`src/rtl/flag_unit.sv`:
```
`default_nettype none
// ============================================================================
//  Module      : flag_unit
//  Description : Processor-style flag register with bit/op updates, masked
//                ALU flag merge, a LIFO save/restore stack and sticky
//                push-overflow / pop-underflow error bits.
//  Revision    : 1.0 - initial release
// ============================================================================
module flag_unit #(
   parameter int FLAG_WIDTH  = 4,   // bit0 C, bit1 V, bit2 Z, bit3 N, above: general purpose
   parameter int STACK_DEPTH = 4,   // power of two, >= 2
   parameter int SEL_W       = 2    // clog2(FLAG_WIDTH)
) (
   input  logic                          clk_i,
   input  logic                          reset_i,
   input  logic                          op_valid_i,
   input  logic [2:0]                    op_i,
   input  logic [SEL_W-1:0]              flag_sel_i,
   input  logic [FLAG_WIDTH-1:0]         load_data_i,
   input  logic                          alu_we_i,
   input  logic [FLAG_WIDTH-1:0]         alu_flags_i,
   input  logic [FLAG_WIDTH-1:0]         alu_mask_i,
   input  logic                          push_i,
   input  logic                          pop_i,
   input  logic                          err_clr_i,
   output logic [FLAG_WIDTH-1:0]         flags_o,
   output logic [$clog2(STACK_DEPTH):0]  depth_o,
   output logic                          stack_empty_o,
   output logic                          stack_full_o,
   output logic                          err_ovf_o,
   output logic                          err_unf_o
);

   localparam int PTR_W   = $clog2(STACK_DEPTH);
   localparam int DEPTH_W = PTR_W + 1;

   typedef enum logic [2:0] {
      OP_NOP     = 3'd0,
      OP_CLR     = 3'd1,
      OP_SET     = 3'd2,
      OP_TGL     = 3'd3,
      OP_CLR_ALL = 3'd4,
      OP_SET_ALL = 3'd5,
      OP_LOAD    = 3'd6,
      OP_RSVD    = 3'd7
   } op_e;

   // Architectural state
   logic [FLAG_WIDTH-1:0] flags_q,   flags_d;
   logic [DEPTH_W-1:0]    depth_q,   depth_d;
   logic                  err_ovf_q, err_ovf_d;
   logic                  err_unf_q, err_unf_d;

   // Save stack storage; entries at or above depth_q are don't-care
   logic [FLAG_WIDTH-1:0] stack_q [STACK_DEPTH];

   // Combinational helpers
   logic                  w_sel_ok;
   logic [FLAG_WIDTH-1:0] w_bit;
   logic [FLAG_WIDTH-1:0] w_op_res;
   logic [FLAG_WIDTH-1:0] w_merged;
   logic                  w_empty;
   logic                  w_full;
   logic [DEPTH_W-1:0]    w_depth_m1;
   logic [PTR_W-1:0]      w_top_idx;
   logic [PTR_W-1:0]      w_push_idx;
   logic [FLAG_WIDTH-1:0] w_top;
   logic                  w_wr_en;
   logic [PTR_W-1:0]      w_wr_idx;
   logic                  w_new_ovf;
   logic                  w_new_unf;

   // Bit-select ops only act on indices that name a real flag bit
   assign w_sel_ok = ({1'b0, flag_sel_i} < (SEL_W + 1)'(FLAG_WIDTH));
   assign w_bit    = FLAG_WIDTH'(1) << flag_sel_i;

   assign w_empty    = (depth_q == '0);
   assign w_full     = (depth_q == DEPTH_W'(STACK_DEPTH));
   assign w_depth_m1 = depth_q - DEPTH_W'(1);
   // Low pointer bits are exact whenever they are used: push only when not
   // full, pop/swap only when not empty.
   assign w_top_idx  = w_depth_m1[PTR_W-1:0];
   assign w_push_idx = depth_q[PTR_W-1:0];
   assign w_top      = stack_q[w_top_idx];

   // Flag-manipulation op result, computed from the current flag value
   always_comb begin
      w_op_res = flags_q;
      if (op_valid_i) begin
         case (op_e'(op_i))
            OP_CLR:     if (w_sel_ok) w_op_res = flags_q & ~w_bit;
            OP_SET:     if (w_sel_ok) w_op_res = flags_q |  w_bit;
            OP_TGL:     if (w_sel_ok) w_op_res = flags_q ^  w_bit;
            OP_CLR_ALL: w_op_res = '0;
            OP_SET_ALL: w_op_res = '1;
            OP_LOAD:    w_op_res = load_data_i;
            default:    w_op_res = flags_q;
         endcase
      end
   end

   // ALU merge overrides the op result on the bits selected by the mask
   assign w_merged = alu_we_i ? ((w_op_res & ~alu_mask_i) | (alu_flags_i & alu_mask_i))
                              : w_op_res;

   // Stack control: decides next flags, depth, stack write and new errors
   always_comb begin
      flags_d   = w_merged;
      depth_d   = depth_q;
      w_wr_en   = 1'b0;
      w_wr_idx  = w_push_idx;
      w_new_ovf = 1'b0;
      w_new_unf = 1'b0;

      if (push_i && pop_i) begin
         if (!w_empty) begin
            // Swap current flags with the stack top; op/ALU are discarded
            flags_d  = w_top;
            w_wr_en  = 1'b1;
            w_wr_idx = w_top_idx;
         end else begin
            // Nothing to swap with: behaves as an underflowing pop
            w_new_unf = 1'b1;
         end
      end else if (push_i) begin
         if (!w_full) begin
            // Save the pre-update flags; op/ALU still update flags
            w_wr_en = 1'b1;
            depth_d = depth_q + DEPTH_W'(1);
         end else begin
            w_new_ovf = 1'b1;
         end
      end else if (pop_i) begin
         if (!w_empty) begin
            flags_d = w_top;
            depth_d = w_depth_m1;
         end else begin
            w_new_unf = 1'b1;
         end
      end

      // Clearing takes priority over an error raised in the same cycle
      err_ovf_d = err_clr_i ? 1'b0 : (err_ovf_q | w_new_ovf);
      err_unf_d = err_clr_i ? 1'b0 : (err_unf_q | w_new_unf);
   end

   // Flag, depth and error registers with asynchronous reset
   always_ff @(posedge clk_i or posedge reset_i) begin
      if (reset_i) begin
         flags_q   <= '0;
         depth_q   <= '0;
         err_ovf_q <= 1'b0;
         err_unf_q <= 1'b0;
      end else begin
         flags_q   <= flags_d;
         depth_q   <= depth_d;
         err_ovf_q <= err_ovf_d;
         err_unf_q <= err_unf_d;
      end
   end

   // Stack storage write port; contents are invalidated by depth reset only
   always_ff @(posedge clk_i) begin
      if (w_wr_en) begin
         stack_q[w_wr_idx] <= flags_q;
      end
   end

   assign flags_o       = flags_q;
   assign depth_o       = depth_q;
   assign stack_empty_o = w_empty;
   assign stack_full_o  = w_full;
   assign err_ovf_o     = err_ovf_q;
   assign err_unf_o     = err_unf_q;

endmodule
`default_nettype wire

```
`config.mk`:
```
export PLATFORM = sky130hd
export DESIGN_NAME = flag_unit
export DESIGN_NICKNAME = d
export VERILOG_FILES = /design/src/rtl/flag_unit.sv
export SDC_FILE = /design/constraint.sdc
export NUM_CORES = 1
export LEC_CHECK = 0
export BUFFER_PORTS_ARGS = -buffer_cell sky130_fd_sc_hd__buf_4
export CAP_MARGIN = 25
export CELL_PAD_IN_SITES_DETAIL_PLACEMENT = 1
export CELL_PAD_IN_SITES_GLOBAL_PLACEMENT = 1
export CORE_AREA = 2 2 72 67
export DETAILED_ROUTE_END_ITERATION = 8
export DIE_AREA = 0 0 74 69
export GPL_ROUTABILITY_DRIVEN = 1
export PLACE_DENSITY = 0.71
export SLEW_MARGIN = 10
export SYNTH_ARGS = -nofsm -noshare
export SYNTH_HDL_FRONTEND = slang
export SYNTH_SLANG_ARGS = --single-unit
```
`constraint.sdc`:
```
create_clock -name clk_i -period 1.99 [get_ports clk_i]
set_input_delay 0.2985 -clock clk_i [delete_from_list [all_inputs] [get_ports clk_i]]
set_output_delay 0.2985 -clock clk_i [all_outputs]
set_load 0.05 [all_outputs]
```
==> Implementation_results.wiki <==
{| class="wikitable"
! Metric !! Value
|-
| Outcome || finished, violations left
|-
| Failing checks || negative hold slack
|-
| Setup repair after global routing missed its margin || no
|-
| Clock transition at the register clock pins on the worst setup and hold paths after CTS || ~0.09 ns
|-
| Launching point of the worst reg2reg path || depth_o[1]
|-
| Worst hold slack after final layout || -0.000663 ns
|-
| Syn nets || ~180
|-
| Overall Global Routing Usage || ~17%
|-
| Arrival time at the worst endpoint || roughly 1.8 ns
|-
| PostCTS Resize Cnt || 0
|-
| Number of nets in the layout || 212
|-
| Final total negative setup slack || 0 ns
|-
| Worst setup path class || reg -> reg
|-
| Peak supply drop || 0.000462 V
|-
| Seq cells post-synth || 25
|-
| Largest clock skew in the final design || 0.000629 ns
|-
| Share of the clock period used by the worst path after layout || between 90% and 100%
|-
| Clock tree from TritonCTS || done
|-
| Overall overflow remaining after global route || 0
|-
| Placer Congestion || 0.798
|-
| Critical R2R Capture || stack_q[2][1]
|-
| Die H || 69 microns
|-
| Setup slack of the worst register-to-register path || ~0.15 ns
|-
| Placeable core area || roughly 4300 sq um
|-
| Data required time of the critical path || 1.95 ns
|-
| Wire length per cell after detailed routing || about 17 microns
|-
| Clk sink count || 25
|-
| Share of post-route cells with drive strength above 1 || between 30% and 40%
|-
| Number of library cell types mapped by synthesis || 42
|-
| Launch point of the worst path || depth_o[1]
|-
| Avg Vias per Cell || between 5 and 6
|-
| Count of final setup violators || 0
|-
| Number of diodes added for antenna fixing || 0
|-
| Source-to-sink clock delay at the later pin of the worst-skew pair || 0.27 ns
|-
| Via count of the first global-routing pass || around 1400
|-
| Final hold violation count || 3
|-
| First-pass GRT wire length || between 6 and 7 mm
|-
| Proportion of netlist area held by the largest area contributor || between 30% and 40%
|-
| DRT Pass-1 Iters || 6
|-
| Headroom to the max-slew limit || between 70 and 80%
|-
| Initial cell density of the core || 36.0%
|-
| Deepest clock path buffer count || 2
|-
| Maximum clock rate || ~540 MHz
|-
| Critical Path Source Type || flop
|-
| Timing endpoint of the critical path || stack_q[2][1]
|-
| Number of flops mapped to enable cells by yosys || 16
|-
| Async set-or-reset flop fraction in the synthesized netlist || roughly 36%
|-
| Cell area after synthesis || roughly 1600 sq um
|-
| Critical path capture point type || flop
|-
| Final max-slew violation count || 0
|-
| Maximum fanout encountered on the critical timing path || 7
|-
| Die ar. || between 5000 and 6000 sq um
|-
| # H-tree levels || 1
|-
| PortBufs || 34
|-
| Count of warnings emitted by yosys || 0
|-
| Max Cap Viol || 0
|-
| Die extent in x || between 70 and 80 microns
|-
| Post-synthesis area per instance || roughly 11 sq um
|-
| Main synth FF type || sky130_fd_sc_hd__edfxtp_1
|-
| ANT nets after route || 0
|-
| Sequential-to-total area share from yosys stat || a little under half
|-
| Initial drt markers || between 40 and 50
|-
| Dominant cell type by area after synthesis || sky130_fd_sc_hd__edfxtp_1
|-
| Post-DP HPWL || approximately 3.1 mm
|-
| Static Leakage || slightly below 0.0008 uW
|-
| Post-CTS setup-driven buffer insertion count || 0
|-
| Antenna violations before repair || 0
|-
| Largest cells by area after synthesis || sky130_fd_sc_hd__edfxtp_1 (31%), sky130_fd_sc_hd__dfrtp_1 (14%), sky130_fd_sc_hd__ha_1 (8.8%), sky130_fd_sc_hd__mux4_2 (5.8%), sky130_fd_sc_hd__nand2_1 (2.9%)
|-
| Total via count after detailed routing || approximately 1200
|-
| Pin count of the biggest net entering global routing || 16
|-
| Worst Hold Class || in -> async
|-
| Cells after synthesis || about 140
|-
| CTS Buf Count || 3
|-
| I/O pin total || 35
|-
| Routed wire length || 3.95 mm
|-
| Area growth from synthesis to final layout || 26.0%
|-
| Number of cells traversed by the worst register-to-register path || 7
|-
| Minimum period implied by the final worst setup slack || around 1.8 ns
|-
| Std-Cell Rows || 23
|-
| Transition time at the pin with the least slew margin || a little under 0.4 ns
|-
| Post-route DRC || 0
|-
| Buffer type at the clock tree root || sky130_fd_sc_hd__clkbuf_8
|-
| PwrDens || roughly 1500 nW/um^2
|-
| Count of hold-fix buffers inserted at cts || 0
|}
[sequential cells by signal (all words and copies together) (netlist names)]
signal / flops
flags_o: 4
err_unf_o: 1
depth_o: 3
stack_q: 16
err_ovf_o: 1
[layout by cell type, fill, tap and decap left out, types with 2 or more instances in the layout]
master and count:
sky130_fd_sc_hd__buf_4 36, sky130_fd_sc_hd__o211ai_1 5, sky130_fd_sc_hd__nand3b_1 2, sky130_fd_sc_hd__nor3b_2 2, sky130_fd_sc_hd__nand2_1 12, sky130_fd_sc_hd__mux4_2 4
sky130_fd_sc_hd__nor3_1 2, sky130_fd_sc_hd__nand2b_1 2, sky130_fd_sc_hd__clkbuf_8 3, sky130_fd_sc_hd__dfrtp_1 7, sky130_fd_sc_hd__inv_1 8, sky130_fd_sc_hd__dfrtp_2 2
sky130_fd_sc_hd__nand3_1 3, sky130_fd_sc_hd__o21ai_0 7, sky130_fd_sc_hd__or3_1 2, sky130_fd_sc_hd__a31oi_1 7, sky130_fd_sc_hd__ha_1 10, sky130_fd_sc_hd__a21oi_1 5
sky130_fd_sc_hd__o311ai_0 2, sky130_fd_sc_hd__and3_1 3, sky130_fd_sc_hd__mux2_2 3, sky130_fd_sc_hd__a211oi_1 2, sky130_fd_sc_hd__o22ai_1 3, sky130_fd_sc_hd__edfxtp_1 16
sky130_fd_sc_hd__nor2_1 7
[metal layers]
metal / GRT usage [%] / wire, microns / vias to the layer above
li1: - / - / 597
met2: 28.0 / 1980 / 27
met1: 22.4 / 1810 / 592
met3: 2.05 / 106 / 4
met5: 0 / 0 / -
met4: 6.67 / 63 / 0
[cell families after synthesis]
kind of cell / count (synthesis) / synth area share (%)
AOI/OAI and AO/OA: 37 / 16.3
DFF: 25 / 45.2
muxes: 7 / 7.93
xor gates and xnor gates: 2 / 1.12
and+or+nand+nor: 44 / 15.9
buffers and inverters: 17 / 4.72
adders and majority gates: 11 / 8.81
[Yosys cell counts (all sizes together) (3+ instances only)]
cell type	instances
nor3	3
mux2	3
nand2	13
o22ai	3
nor2	8
dfrtp	9
ha	11
a31oi	8
nand2b	3
o21ai	7
a21oi	5
buf	6
nand3	3
mux4	4
and3	4
inv	10
edfxtp	16
nor3b	3
o211ai	5
[area by class of cell]
cell class                 count  area, sq um
tap                           62         77.6
inverter                      10         47.5
fill                         493         2380
multi-input combinational    101          817
timing repair buffer          36          270
clock inverter                 1         7.51
sequential                    25          708
clock buffer                   3         41.3
[power by group]
part	leakage, uW	internal, uW	switching, uW
clock	0.0000217	142	165
combinational	0.000518	661	974
sequential	0.000254	768	176
total	0.000793	1570	1310
[worst max-delay path, cell delays in order (launching register included)]
cell and delay [ns]:
sky130_fd_sc_hd__dfrtp_2 0.45, sky130_fd_sc_hd__inv_1 0.12, sky130_fd_sc_hd__ha_4 0.18, sky130_fd_sc_hd__nand2b_4 0.09, sky130_fd_sc_hd__inv_8 0.07, sky130_fd_sc_hd__nor2_4 0.05
sky130_fd_sc_hd__a31oi_4 0.23, sky130_fd_sc_hd__nor3b_4 0.34
[per-stage QoR]
step | instances | util (%) | setup slack, ns | instance area (sq um) | total power, uW
3_3_place_gp | 234 | 44.2 | 0.187 | 1920 | 2530
5_1_grt | 238 | 45.3 | 0.0208 | 1970 | 3080
6_report | 238 | 45.3 | 0.146 | 1970 | 2890
2_1_floorplan | 143 | - | 0.000704 | 1620 | 2110
4_1_cts | 238 | 45.3 | 0.115 | 1970 | 2920
3_5_place_dp | 234 | 44.2 | 0.0931 | 1920 | 2610
[how the worst min path moves through the flow]
stage | start | endpoint | slack (ns) | cells after the start
finish | reset_i | err_unf_o | -0.0007 | 2
global route | reset_i | flags_o[0] | 0.01 | 2
CTS | reset_i | err_ovf_o | 0.01 | 2
detailed placement | reset_i | err_unf_o | 0.31 | 2
global placement | reset_i | err_ovf_o | 0.31 | 2
floorplan | reset_i | depth_o[2] | 0.13 | 1
Note: power is estimated with default switching activity, not from simulation.
